`src/rtl/seq_divider_if.sv`:
```
// rtl/seq_divider_if.sv - request/result bundle between the execute stage and seq_divider
//
// Ports (master = core side, slave = divider side):
//   start  core -> div  request a division (sampled only while idle)
//   sgn    core -> div  1 = signed floored division, 0 = unsigned
//   x      core -> div  dividend, valid in the start cycle only
//   y      core -> div  divisor, valid in the start cycle only
//   busy   div -> core  division in progress, stalls the core
//   done   div -> core  one-cycle pulse, quot/rem/dz valid
//   quot   div -> core  quotient
//   rem    div -> core  remainder
//   dz     div -> core  divide-by-zero flag of the last completed division
interface seq_divider_if #(
  parameter int W = 32
);
  logic         start;
  logic         sgn;
  logic [W-1:0] x;
  logic [W-1:0] y;
  logic         busy;
  logic         done;
  logic [W-1:0] quot;
  logic [W-1:0] rem;
  logic         dz;

  modport master (
    output start, sgn, x, y,
    input  busy, done, quot, rem, dz
  );

  modport slave (
    input  start, sgn, x, y,
    output busy, done, quot, rem, dz
  );
endinterface

```
`src/rtl/seq_divider.sv`:
```
// rtl/seq_divider.sv - multi-cycle restoring divider, unsigned and signed floored
//
// Ports:
//   clk  clock, all state changes on the rising edge
//   rst  synchronous reset, active low
//   bus  seq_divider_if slave: start/sgn/x/y in, busy/done/quot/rem/dz out
//
// One quotient bit per cycle on operand magnitudes; sign correction is applied
// in a single FIX cycle. Latency from the start edge to done is W+1 cycles.
module seq_divider #(
  parameter int W = 32
) (
  input  logic         clk,
  input  logic         rst,
  seq_divider_if.slave bus
);

  localparam int CW = (W > 2) ? $clog2(W) : 1;
  localparam logic [CW-1:0] CNT_LAST = CW'(W - 1);

  typedef enum logic [1:0] {
    IDLE,
    RUN,
    FIX
  } state_t;

  state_t        state;
  logic [CW-1:0] cnt;
  logic          sgn_r;
  logic          xneg;
  logic          yneg;
  logic          yzero;
  logic [W-1:0]  xraw;
  logic [W-1:0]  ym;
  // Dividend magnitude shifts out at the top while quotient bits shift in at
  // the bottom, so after W iterations this register holds the magnitude quotient.
  logic [W-1:0]  dq;
  logic [W:0]    pr;

  logic [W-1:0]  abs_x;
  logic [W-1:0]  abs_y;
  logic [W+1:0]  shifted;
  logic [W+1:0]  diff;
  logic          fits;
  logic [W:0]    pr_next;
  logic [W-1:0]  rm;
  logic [W-1:0]  fix_quot;
  logic [W-1:0]  fix_rem;

  always_comb begin
    abs_x = (bus.sgn && bus.x[W-1]) ? -bus.x : bus.x;
    abs_y = (bus.sgn && bus.y[W-1]) ? -bus.y : bus.y;
  end

  // Restoring step: bring in the next dividend bit and trial-subtract |y|.
  // A clear borrow bit means the divisor fits and the difference is kept.
  always_comb begin
    shifted = {pr, dq[W-1]};
    diff    = shifted - {2'b00, ym};
    fits    = ~diff[W+1];
    pr_next = fits ? diff[W:0] : shifted[W:0];
  end

  // Floored-division sign fix-up. When signs differ and the remainder is
  // non-zero, the quotient rounds down one more (-qm-1 == ~qm) and the
  // remainder becomes |y|-rm carrying the sign of y.
  always_comb begin
    rm       = pr[W-1:0];
    fix_quot = dq;
    fix_rem  = rm;
    if (yzero) begin
      fix_quot = '1;
      fix_rem  = xraw;
    end else if (sgn_r) begin
      if (xneg == yneg) begin
        fix_rem = yneg ? -rm : rm;
      end else if (rm == '0) begin
        fix_quot = -dq;
        fix_rem  = '0;
      end else begin
        fix_quot = ~dq;
        fix_rem  = yneg ? -(ym - rm) : (ym - rm);
      end
    end
  end

  always_ff @(posedge clk) begin
    if (!rst) begin
      state    <= IDLE;
      cnt      <= '0;
      sgn_r    <= 1'b0;
      xneg     <= 1'b0;
      yneg     <= 1'b0;
      yzero    <= 1'b0;
      xraw     <= '0;
      ym       <= '0;
      dq       <= '0;
      pr       <= '0;
      bus.busy <= 1'b0;
      bus.done <= 1'b0;
      bus.quot <= '0;
      bus.rem  <= '0;
      bus.dz   <= 1'b0;
    end else begin
      bus.done <= 1'b0;
      case (state)
        IDLE: begin
          if (bus.start) begin
            sgn_r    <= bus.sgn;
            xneg     <= bus.sgn & bus.x[W-1];
            yneg     <= bus.sgn & bus.y[W-1];
            yzero    <= (bus.y == '0);
            xraw     <= bus.x;
            dq       <= abs_x;
            ym       <= abs_y;
            pr       <= '0;
            cnt      <= '0;
            bus.busy <= 1'b1;
            state    <= RUN;
          end
        end
        RUN: begin
          pr  <= pr_next;
          dq  <= {dq[W-2:0], fits};
          cnt <= cnt + CW'(1);
          if (cnt == CNT_LAST) begin
            state <= FIX;
          end
        end
        FIX: begin
          bus.quot <= fix_quot;
          bus.rem  <= fix_rem;
          bus.dz   <= yzero;
          bus.done <= 1'b1;
          bus.busy <= 1'b0;
          state    <= IDLE;
        end
        default: begin
          state <= IDLE;
        end
      endcase
    end
  end

endmodule

```
`src/flat_wrapper.sv`:
```
// flat-port wrapper written by rule: the top's interface ports become plain ports
module seq_divider_flat 
#(
  parameter int W = 32
)
  (clk, rst, bus_start, bus_sgn, bus_x, bus_y, bus_busy, bus_done, bus_quot, bus_rem, bus_dz);
  seq_divider_if #(.W(W)) bus_i ();
  input  logic clk;
  input  logic rst;
  input wire logic [$bits(bus_i.start)-1:0] bus_start;
  input wire logic [$bits(bus_i.sgn)-1:0] bus_sgn;
  input wire logic [$bits(bus_i.x)-1:0] bus_x;
  input wire logic [$bits(bus_i.y)-1:0] bus_y;
  output wire logic [$bits(bus_i.busy)-1:0] bus_busy;
  output wire logic [$bits(bus_i.done)-1:0] bus_done;
  output wire logic [$bits(bus_i.quot)-1:0] bus_quot;
  output wire logic [$bits(bus_i.rem)-1:0] bus_rem;
  output wire logic [$bits(bus_i.dz)-1:0] bus_dz;
  assign bus_i.start = bus_start;
  assign bus_i.sgn = bus_sgn;
  assign bus_i.x = bus_x;
  assign bus_i.y = bus_y;
  assign bus_busy = bus_i.busy;
  assign bus_done = bus_i.done;
  assign bus_quot = bus_i.quot;
  assign bus_rem = bus_i.rem;
  assign bus_dz = bus_i.dz;
  seq_divider #(.W(W)) u_core (.clk(clk), .rst(rst), .bus(bus_i));
endmodule
```
`config.mk`:
```
export PLATFORM = sky130hd
export DESIGN_NAME = seq_divider_flat
export DESIGN_NICKNAME = d
export VERILOG_FILES = /design/src/rtl/seq_divider_if.sv /design/src/rtl/seq_divider.sv /design/src/flat_wrapper.sv
export SDC_FILE = /design/constraint.sdc
export NUM_CORES = 1
export LEC_CHECK = 0
export CAP_MARGIN = 10
export CORE_ASPECT_RATIO = 1.4
export CORE_MARGIN = 1
export CORE_UTILIZATION = 54
export DETAILED_ROUTE_END_ITERATION = 6
export GPL_ROUTABILITY_DRIVEN = 0
export PLACE_DENSITY = 0.75
export SKIP_LAST_GASP = 1
export SLEW_MARGIN = 20
export SYNTH_ARGS = -nofsm -noshare
export SYNTH_HDL_FRONTEND = slang
export SYNTH_SLANG_ARGS = --single-unit
```
`constraint.sdc`:
```
create_clock -name clk -period 4 [get_ports clk]
set_input_delay 0.8 -clock clk [delete_from_list [all_inputs] [get_ports clk]]
set_output_delay 0.8 -clock clk [all_outputs]
set_load 0.01 [all_outputs]
```
==> impl_metrics.py, run 1 <==
metrics = {
    "pwr": {
        "seqPwrFrac": 0.210,
        "combPwrFrac": 0.621,
        "p_int_mw": 6.43,
        "p_sw_mw": 5.57,
        "p_sw_frac": 0.464,
        "leakagePower_nw": 7.10,
        "clkPwrFrac": 0.169,
        "powerDensity_nw_per_um2": 642,
        "peakVddDrop_uv": 487,
    },
    "synth": {
        "synthCells": 2141,
        "synth_top_area_share": 0.265,
        "synth_nets": 2281,
        "seq_area_frac_synth": 0.265,
        "synth-async-reset-ratio": 0,
        "synth_warnings": 0,
        "synth_area_per_cell_um2": 7.30,
        "syn_area_um2": 15600,
        "ys_ff_latch": 207,
        "ys_types": 91,
        "synthFlopType": "dfxtp_1",
        "yosys-top-cells-area": "dfxtp_1, a21oi_1, nand2_1",
        "synth_edf_count": 0,
        "synth_top_cell_by_area": "dfxtp_1",
    },
    "final_layout": {
        "final_cells": 2665,
        "fin_nets": 2416,
        "area_growth_pct": 19.6,
        "stdcell_area_um2": 18700,
        "fillers": 2490,
        "drive_gt1_frac": 0.0961,
    },
    "global_routing": {
        "grt_pass1_vias": 15900,
        "grt_pass1_wl_um": 82700,
        "grtUsageTotal": 0.345,
        "grt_overflow": 0,
        "antenna_found_initial": 0,
        "grt_max_degree": 77,
    },
    "sta": {
        "period_share": 0.994,
        "timing.slew.headroom": 0.360,
        "slew_violations": 0,
        "period_needed_ns": 3.98,
        "rsz0062_at_grt": "true",
        "fmax_mhz": 251,
        "clock_skew_ns": 0.00979,
        "fin_setup_tns_ns": 0,
        "finalHoldViolCount": 0,
        "worstMarginPinSlew_ns": 0.957,
        "whs_ns": 0.458,
        "setup_viol": 0,
        "timing.final.ws_setup_ns": 0.0226,
    },
    "setup_path": {
        "worst-path-max-fanout": 5,
        "worstPathArrival_ns": 4.41,
        "crit_start": "u_core.ym[0]",
        "required_ns": 4.43,
        "r2r-end": "u_core.bus.rem[25]",
        "slowest_delay_ns": 0.43,
        "endpoint_kind": "flop",
        "rrSetupSlack_ns": 0.02,
        "r2r_start": "u_core.ym[0]",
        "cp_slowest_cell": "a221oi_4",
        "reg2reg_depth": 17,
        "path_class": "flop to flop",
        "start_kind": "flop",
        "path_cells": "inv_1 -> ha_1 -> inv_1 -> fa_2 -> a211oi_2 -> buf_4 -> o211ai_1 -> a21oi_2 -> buf_4 -> a211oi_1 -> or3_1 -> a221oi_4 -> nand4_4 -> o41ai_2 -> xor2_1 -> a21oi_1 -> o32ai_1",
    },
    "placed_design": {
        "dp_hpwl_um": 39800,
        "preCtsSetupSlack_ns": -0.127,
        "postPlaceCellArea_um2": 17800,
        "portBuffers": 134,
        "dp.cells": 2623,
    },
    "route": {
        "routed_wirelength_um": 52200,
        "drtIter0Drc": 1197,
        "avgRoutedWirePerCell_um": 19.6,
        "first_pass_iters": 6,
        "routed_via_density": 6.37,
        "drtAntennaViolNets": 0,
        "vias": 17000,
        "drc": 0,
    },
    "clock_tree": {
        "cts-buffers-inserted": 22,
        "clk_latency_ns": 0.52,
        "cts_sinks": 207,
        "cts_buffer_depth": 3,
        "root_buffer": "clkbuf_16",
        "cts_tree": "yes",
        "cts_max_level": 1,
        "clk_pin_slew_ns": 0.06,
        "hold_buffers": 0,
    },
    "floorplanning": {
        "row_count": 73,
        "die-area_um2": 29600,
        "die_y_um": 203,
        "core_um2": 28400,
        "die_w_um": 146,
        "io_pins": 135,
        "start_util": 0.550,
    },
    "min_path": {
        "hold_start": "u_core.xraw[19]",
        "hold_end": "u_core.xraw[19]",
        "hold_class": "flop to flop",
        "whs_path_depth": 2,
    },
    "flow_run": {
        "maxCapViolations": 0,
    },
    "run_status": {
        "status": "finished, final reports clean",
    },
}
-- cells by family after synthesis --
group,Yosys count,share of synthesized area
xor+xnor,161,0.0902
compound gates,747,0.302
simple gates,718,0.222
flops,207,0.265
mux,8,0.00600
buf+inv,228,0.0561
fa+ha+maj,72,0.0586
-- synthesized netlist by cell type, drive strengths merged, types with 13 or more instances --
cell type / number
nand2b: 14
buf: 18
o211ai: 19
nor2: 147
and3: 23
or4: 14
o21ai: 152
nand3: 47
o21a: 16
a21o: 45
dfxtp: 207
nor3: 62
nor4: 37
ha: 70
or3: 31
inv: 92
o31ai: 21
a21oi: 274
clkbuf: 117
and2: 13
xor2: 68
a211oi: 46
xnor2: 93
nand4: 21
a22oi: 30
a31oi: 30
nand2: 269
-- layer usage --
| layer | global-route usage | part of all wire | vias to the layer above |
|---|---|---|---|
| met3 | 0.0380 | 0.071 | 211 |
| met2 | 0.598 | 0.48 | 795 |
| met1 | 0.395 | 0.37 | 7902 |
| li1 | - | - | 8068 |
| met5 | 0 | 0 | - |
| met4 | 0.248 | 0.079 | 0 |
-- how the worst max path moves through the flow --
stage                               endpoint  slack [ns]  cells after the start
final                     u_core.bus.rem[25]        0.02                     17
after global routing      u_core.bus.rem[24]       -0.13                     17
after CTS                 u_core.bus.rem[28]       -0.02                     17
after detailed placement  u_core.bus.rem[28]       -0.13                     14
after global placement    u_core.bus.rem[28]       -0.02                     15
after floorplan           u_core.bus.rem[24]        0.20                     14
-- sequential cells by signal, indices dropped and copies added, names as in the netlist --
| signal | count |
|---|---|
| u_core.bus.busy | 1 |
| u_core.pr | 33 |
| u_core.xneg | 1 |
| u_core.bus.rem | 32 |
| u_core.dq | 32 |
| u_core.state | 2 |
| u_core.yneg | 1 |
| u_core.bus.dz | 1 |
| u_core.bus.quot | 32 |
| u_core.ym | 32 |
| u_core.cnt | 5 |
| u_core.bus.done | 1 |
| u_core.yzero | 1 |
| u_core.sgn_r | 1 |
| u_core.xraw | 32 |
-- power groups by stage --
| stage | Sequential, mW | Combinational (mW) | Clock, mW |
|---|---|---|---|
| 2_1_floorplan | 2.45 | 4.69 | 0 |
| 3_3_place_gp | 2.54 | 6.89 | 0 |
| 3_5_place_dp | 2.54 | 7.03 | 0 |
| 4_1_cts | 2.50 | 7.12 | 2.06 |
| 5_1_grt | 2.54 | 8.02 | 2.13 |
| 6_report | 2.52 | 7.45 | 2.03 |
-- final cells by class --
cell class | count | area (µm²) | area share
Tap cell | 375 | 469 | 0.0251
Clock buffer | 33 | 643 | 0.0344
Timing Repair Buffer | 246 | 2210 | 0.119
Multi-Input combinational cell | 1706 | 10800 | 0.578
Inverter | 93 | 352 | 0.0188
Antenna cell | 1 | 2.50 | 0.000134
Sequential cell | 207 | 4150 | 0.222
Clock inverter | 4 | 48.8 | 0.00261
-- critical path: cells and delay by family, from the launching register on --
family                     cells  cell delay, ns
AOI/OAI and AO/OA              8            1.76
xor gates and xnor gates       1            0.25
adders and majority gates      2            0.52
buffers and inverters          4            0.46
DFF                            1            0.33
and+or+nand+nor                2            0.59
-- per-stage QoR --
stage	power (mW)	utilization
finish	12.0	0.658
CTS	11.7	0.653
detailed placement	9.57	0.626
global route	12.7	0.658
floorplan	7.14	-
global placement	9.42	0.626
-- cell usage in the layout (no fill, tap or decap), drive strengths merged, types with 23 or more instances in the layout --
cell type      count
xnor2             93
a31oi             30
nor4              37
clkdlybuf4s50    133
a22oi             30
or3               31
a21o              45
a211oi            46
ha                70
nand3             47
clkbuf            33
nor3              62
and3              23
o21ai            152
inv               93
xor2              68
nand2            269
a21oi            274
nor2             147
dfxtp            207
buf              113
-- repair_timing --
item,in CTS,in global routing
buffers inserted,2,2
pin swaps,1,14
gates resized for setup,7,35
endpoints found under the setup margin,6,21
Power figures use the tool's default switching activity.
==> run 2: changes to the inputs <==
- SLEW_MARGIN: 20 -> 10
==> results of run 2 <==
No change in the layout: final DEF, timing and power equal those of run 1.
==> patch: new RTL, settings of run 2 <==
`W` is set to 32 in 3 places; all go to 16.
--- a/src/rtl/seq_divider_if.sv
+++ b/src/rtl/seq_divider_if.sv
@@ -13,3 +13,3 @@
 interface seq_divider_if #(
-  parameter int W = 32
+  parameter int W = 16
 );
--- a/src/rtl/seq_divider.sv
+++ b/src/rtl/seq_divider.sv
@@ -10,3 +10,3 @@
 module seq_divider #(
-  parameter int W = 32
+  parameter int W = 16
 ) (
--- a/src/flat_wrapper.sv
+++ b/src/flat_wrapper.sv
@@ -3,3 +3,3 @@
 #(
-  parameter int W = 32
+  parameter int W = 16
 )
Ports: changed (resized bus_quot, bus_rem, bus_x and bus_y); port bits go from 135 to 71. No check against the original RTL was run, so the function may have changed too.
==> patch against run 2 <==
Worst setup slack improved by 0.32 ns; sequential cell count decreased by 97; synthesized cell count decreased by 51%; critical endpoint is now u_core.bus.rem[14]$_SDFFE_PN0P_; clock power decreased by 58%; synthesized area decreased by 50%; total power decreased by 65%; critical path depth decreased by 4; cell area decreased by 52%; maximum frequency increased by 8.7%; critical path type unchanged; wire length decreased by 54%.
==> patch: results (changes against run 2) <==
| Metric | Value |
|---|---|
| Status | completed |
| Max H-tree Level | 3 (+2) |
| Worst reg2reg setup slack | 0.34 ns (+0.32 ns) |
| Net count after synthesis | 1132 (-50%) |
| Met1 track utilization from global routing | 39.00% (-0.53 points) |
| Hold path startpoint | u_core.xraw[0]$_SDFFE_PN0P_ |
| WHS Endpoint | u_core.xraw[0]$_SDFFE_PN0P_ |
| Insertion delay of the later-clocked pin in the worst-skew pair | 0.36 ns (-0.16 ns) |
| Launch instance of the worst register-to-register path | u_core.pr[0]$_SDFFE_PN0P_ |
| Number of DRC violations after detailed-routing iteration 0 | 625 (-48%) |
| Share of synthesized area occupied by flip-flops and latches | 28.17% (+1.7 points) |
| Number of flip-flops under the largest register name | 17 (-48%) |
| Reg2reg path depth | 13 (-4) |
| Total GRT Usage | 32.37% (-2.2 points) |
| Slew at the pin closest to its max-slew limit | 1.083 ns (+0.1253 ns) |
| Max incr delay on CP | 0.52 ns (+0.09 ns) |
| Family of cells with the greatest summed delay on the critical path | simple AND/OR/NAND/NOR gates |
| Sw Share | 42.57% (-3.9 points) |
| Maximum clock path buffer count | 2 (-1) |
| First-pass GRT wire length | 38.45 mm (-54%) |
| CP Data Arrival Time | 3.94 ns (-0.47 ns) |
| Via count of the first global-routing pass | 7436 (-53%) |
| Count of filler cells inserted in the layout | 1322 (-47%) |
| Area contributors post-synth | sky130_fd_sc_hd__dfxtp_1 (28%), sky130_fd_sc_hd__a21oi_1 (7.2%), sky130_fd_sc_hd__nand2_1 (6.0%) |
| Clock Skews | 0.007252 ns (-0.002533 ns) |
| Worst slack after detailed placement | 0.4421 ns (+0.5695 ns) |
| Cell variety after synth | 68 (-25%) |
| Count of TritonRoute iterations in the first routing pass | 5 (-1) |
| Cell with the most instances after synthesis | sky130_fd_sc_hd__nand2_1 |
| Max FO, Critical Path | 9 (+4) |
| Slowest library cell on the worst path | sky130_fd_sc_hd__dfxtp_1 |
| Total cell area at the placement stage | 8693 µm² (-51%) |
| Met2 track utilization from global routing | 56.59% (-3.2 points) |
| DP HPWL | 18.33 mm (-54%) |
| Nets@finish | 1171 (-52%) |
| Number of buffers inserted by port buffering | 70 (-48%) |
| Routed length per placed instance | 18.72 µm (-4.5%) |
| Max VDD drop | 0.2231 mV (-54%) |
| Fraction of layout cells with a size suffix above 1 | 5.364% (-4.2 points) |
==> patch: metrics by stage <==
step	util [%]	cells	hold WS [ns]
after CTS	63.86	1285	0.4623
after detailed placement	61.93	1270	0.4517
final	63.86	1285	0.4593
after floorplan	-	1057	0.4312
after global routing	63.86	1285	0.4771
after global placement	61.93	1270	0.4450
==> patch: logic make-up (layout without fill, tap and decap cells) <==
| group | after synthesis | count (layout) | share of synthesized area [%] |
|---|---|---|---|
| and+or+nand+nor | 367 | 367 | 22.58 |
| AOI/OAI and AO/OA | 345 | 345 | 28.46 |
| buffers and inverters | 120 | 163 | 5.762 |
| DFF | 110 | 110 | 28.17 |
| xor gates and xnor gates | 71 | 71 | 7.955 |
| adders and majority gates | 39 | 39 | 6.434 |
| muxes | 5 | 5 | 0.6402 |
==> patch: how the worst max path moves through the flow <==
stage	startpoint	end	slack, ns
3_3_place_gp	u_core.pr[0]$_SDFFE_PN0P_	u_core.bus.rem[10]$_SDFFE_PN0P_	0.56
5_1_grt	u_core.pr[0]$_SDFFE_PN0P_	u_core.bus.rem[15]$_SDFFE_PN0P_	0.07
2_1_floorplan	u_core.pr[0]$_SDFFE_PN0P_	u_core.bus.rem[10]$_SDFFE_PN0P_	0.89
3_5_place_dp	u_core.pr[0]$_SDFFE_PN0P_	u_core.bus.rem[15]$_SDFFE_PN0P_	0.44
6_report	u_core.pr[0]$_SDFFE_PN0P_	u_core.bus.rem[14]$_SDFFE_PN0P_	0.34
4_1_cts	u_core.pr[0]$_SDFFE_PN0P_	u_core.bus.rem[15]$_SDFFE_PN0P_	0.42
==> patch: per-layer routing <==
metal	vias up	wire length, µm
met5	-	0
met4	0	1240
met1	3872	9911
met3	69	1184
li1	3907	-
met2	310	11720
==> patch: power groups by stage <==
stage	sequential [mW]	clock (mW)	combinational, mW
2_1_floorplan	1.25	0	1.50
3_3_place_gp	1.30	0	1.97
3_5_place_dp	1.30	0	1.98
4_1_cts	1.27	0.863	2.00
5_1_grt	1.29	0.909	2.22
6_report	1.28	0.853	2.04
==> patch: layout make-up <==
class | instances | share of cell area [%]
multi-input cells | 827 | 57.78
flip-flops and latches | 110 | 24.56
repair buffers | 93 | 9.742
well taps | 185 | 2.582
clock buffers | 9 | 2.512
inverters | 55 | 2.303
clock inverters | 6 | 0.5164
==> patch: worst reg2reg max path: cells and delay by family, from the launching register on <==
family,cells,cell delay (ns)
AOI/OAI and AO/OA,4,0.95
xor gates and xnor gates,1,0.11
adders and majority gates,3,0.89
buffers and inverters,2,0.15
and+or+nand+nor,3,0.97
DFF,1,0.52
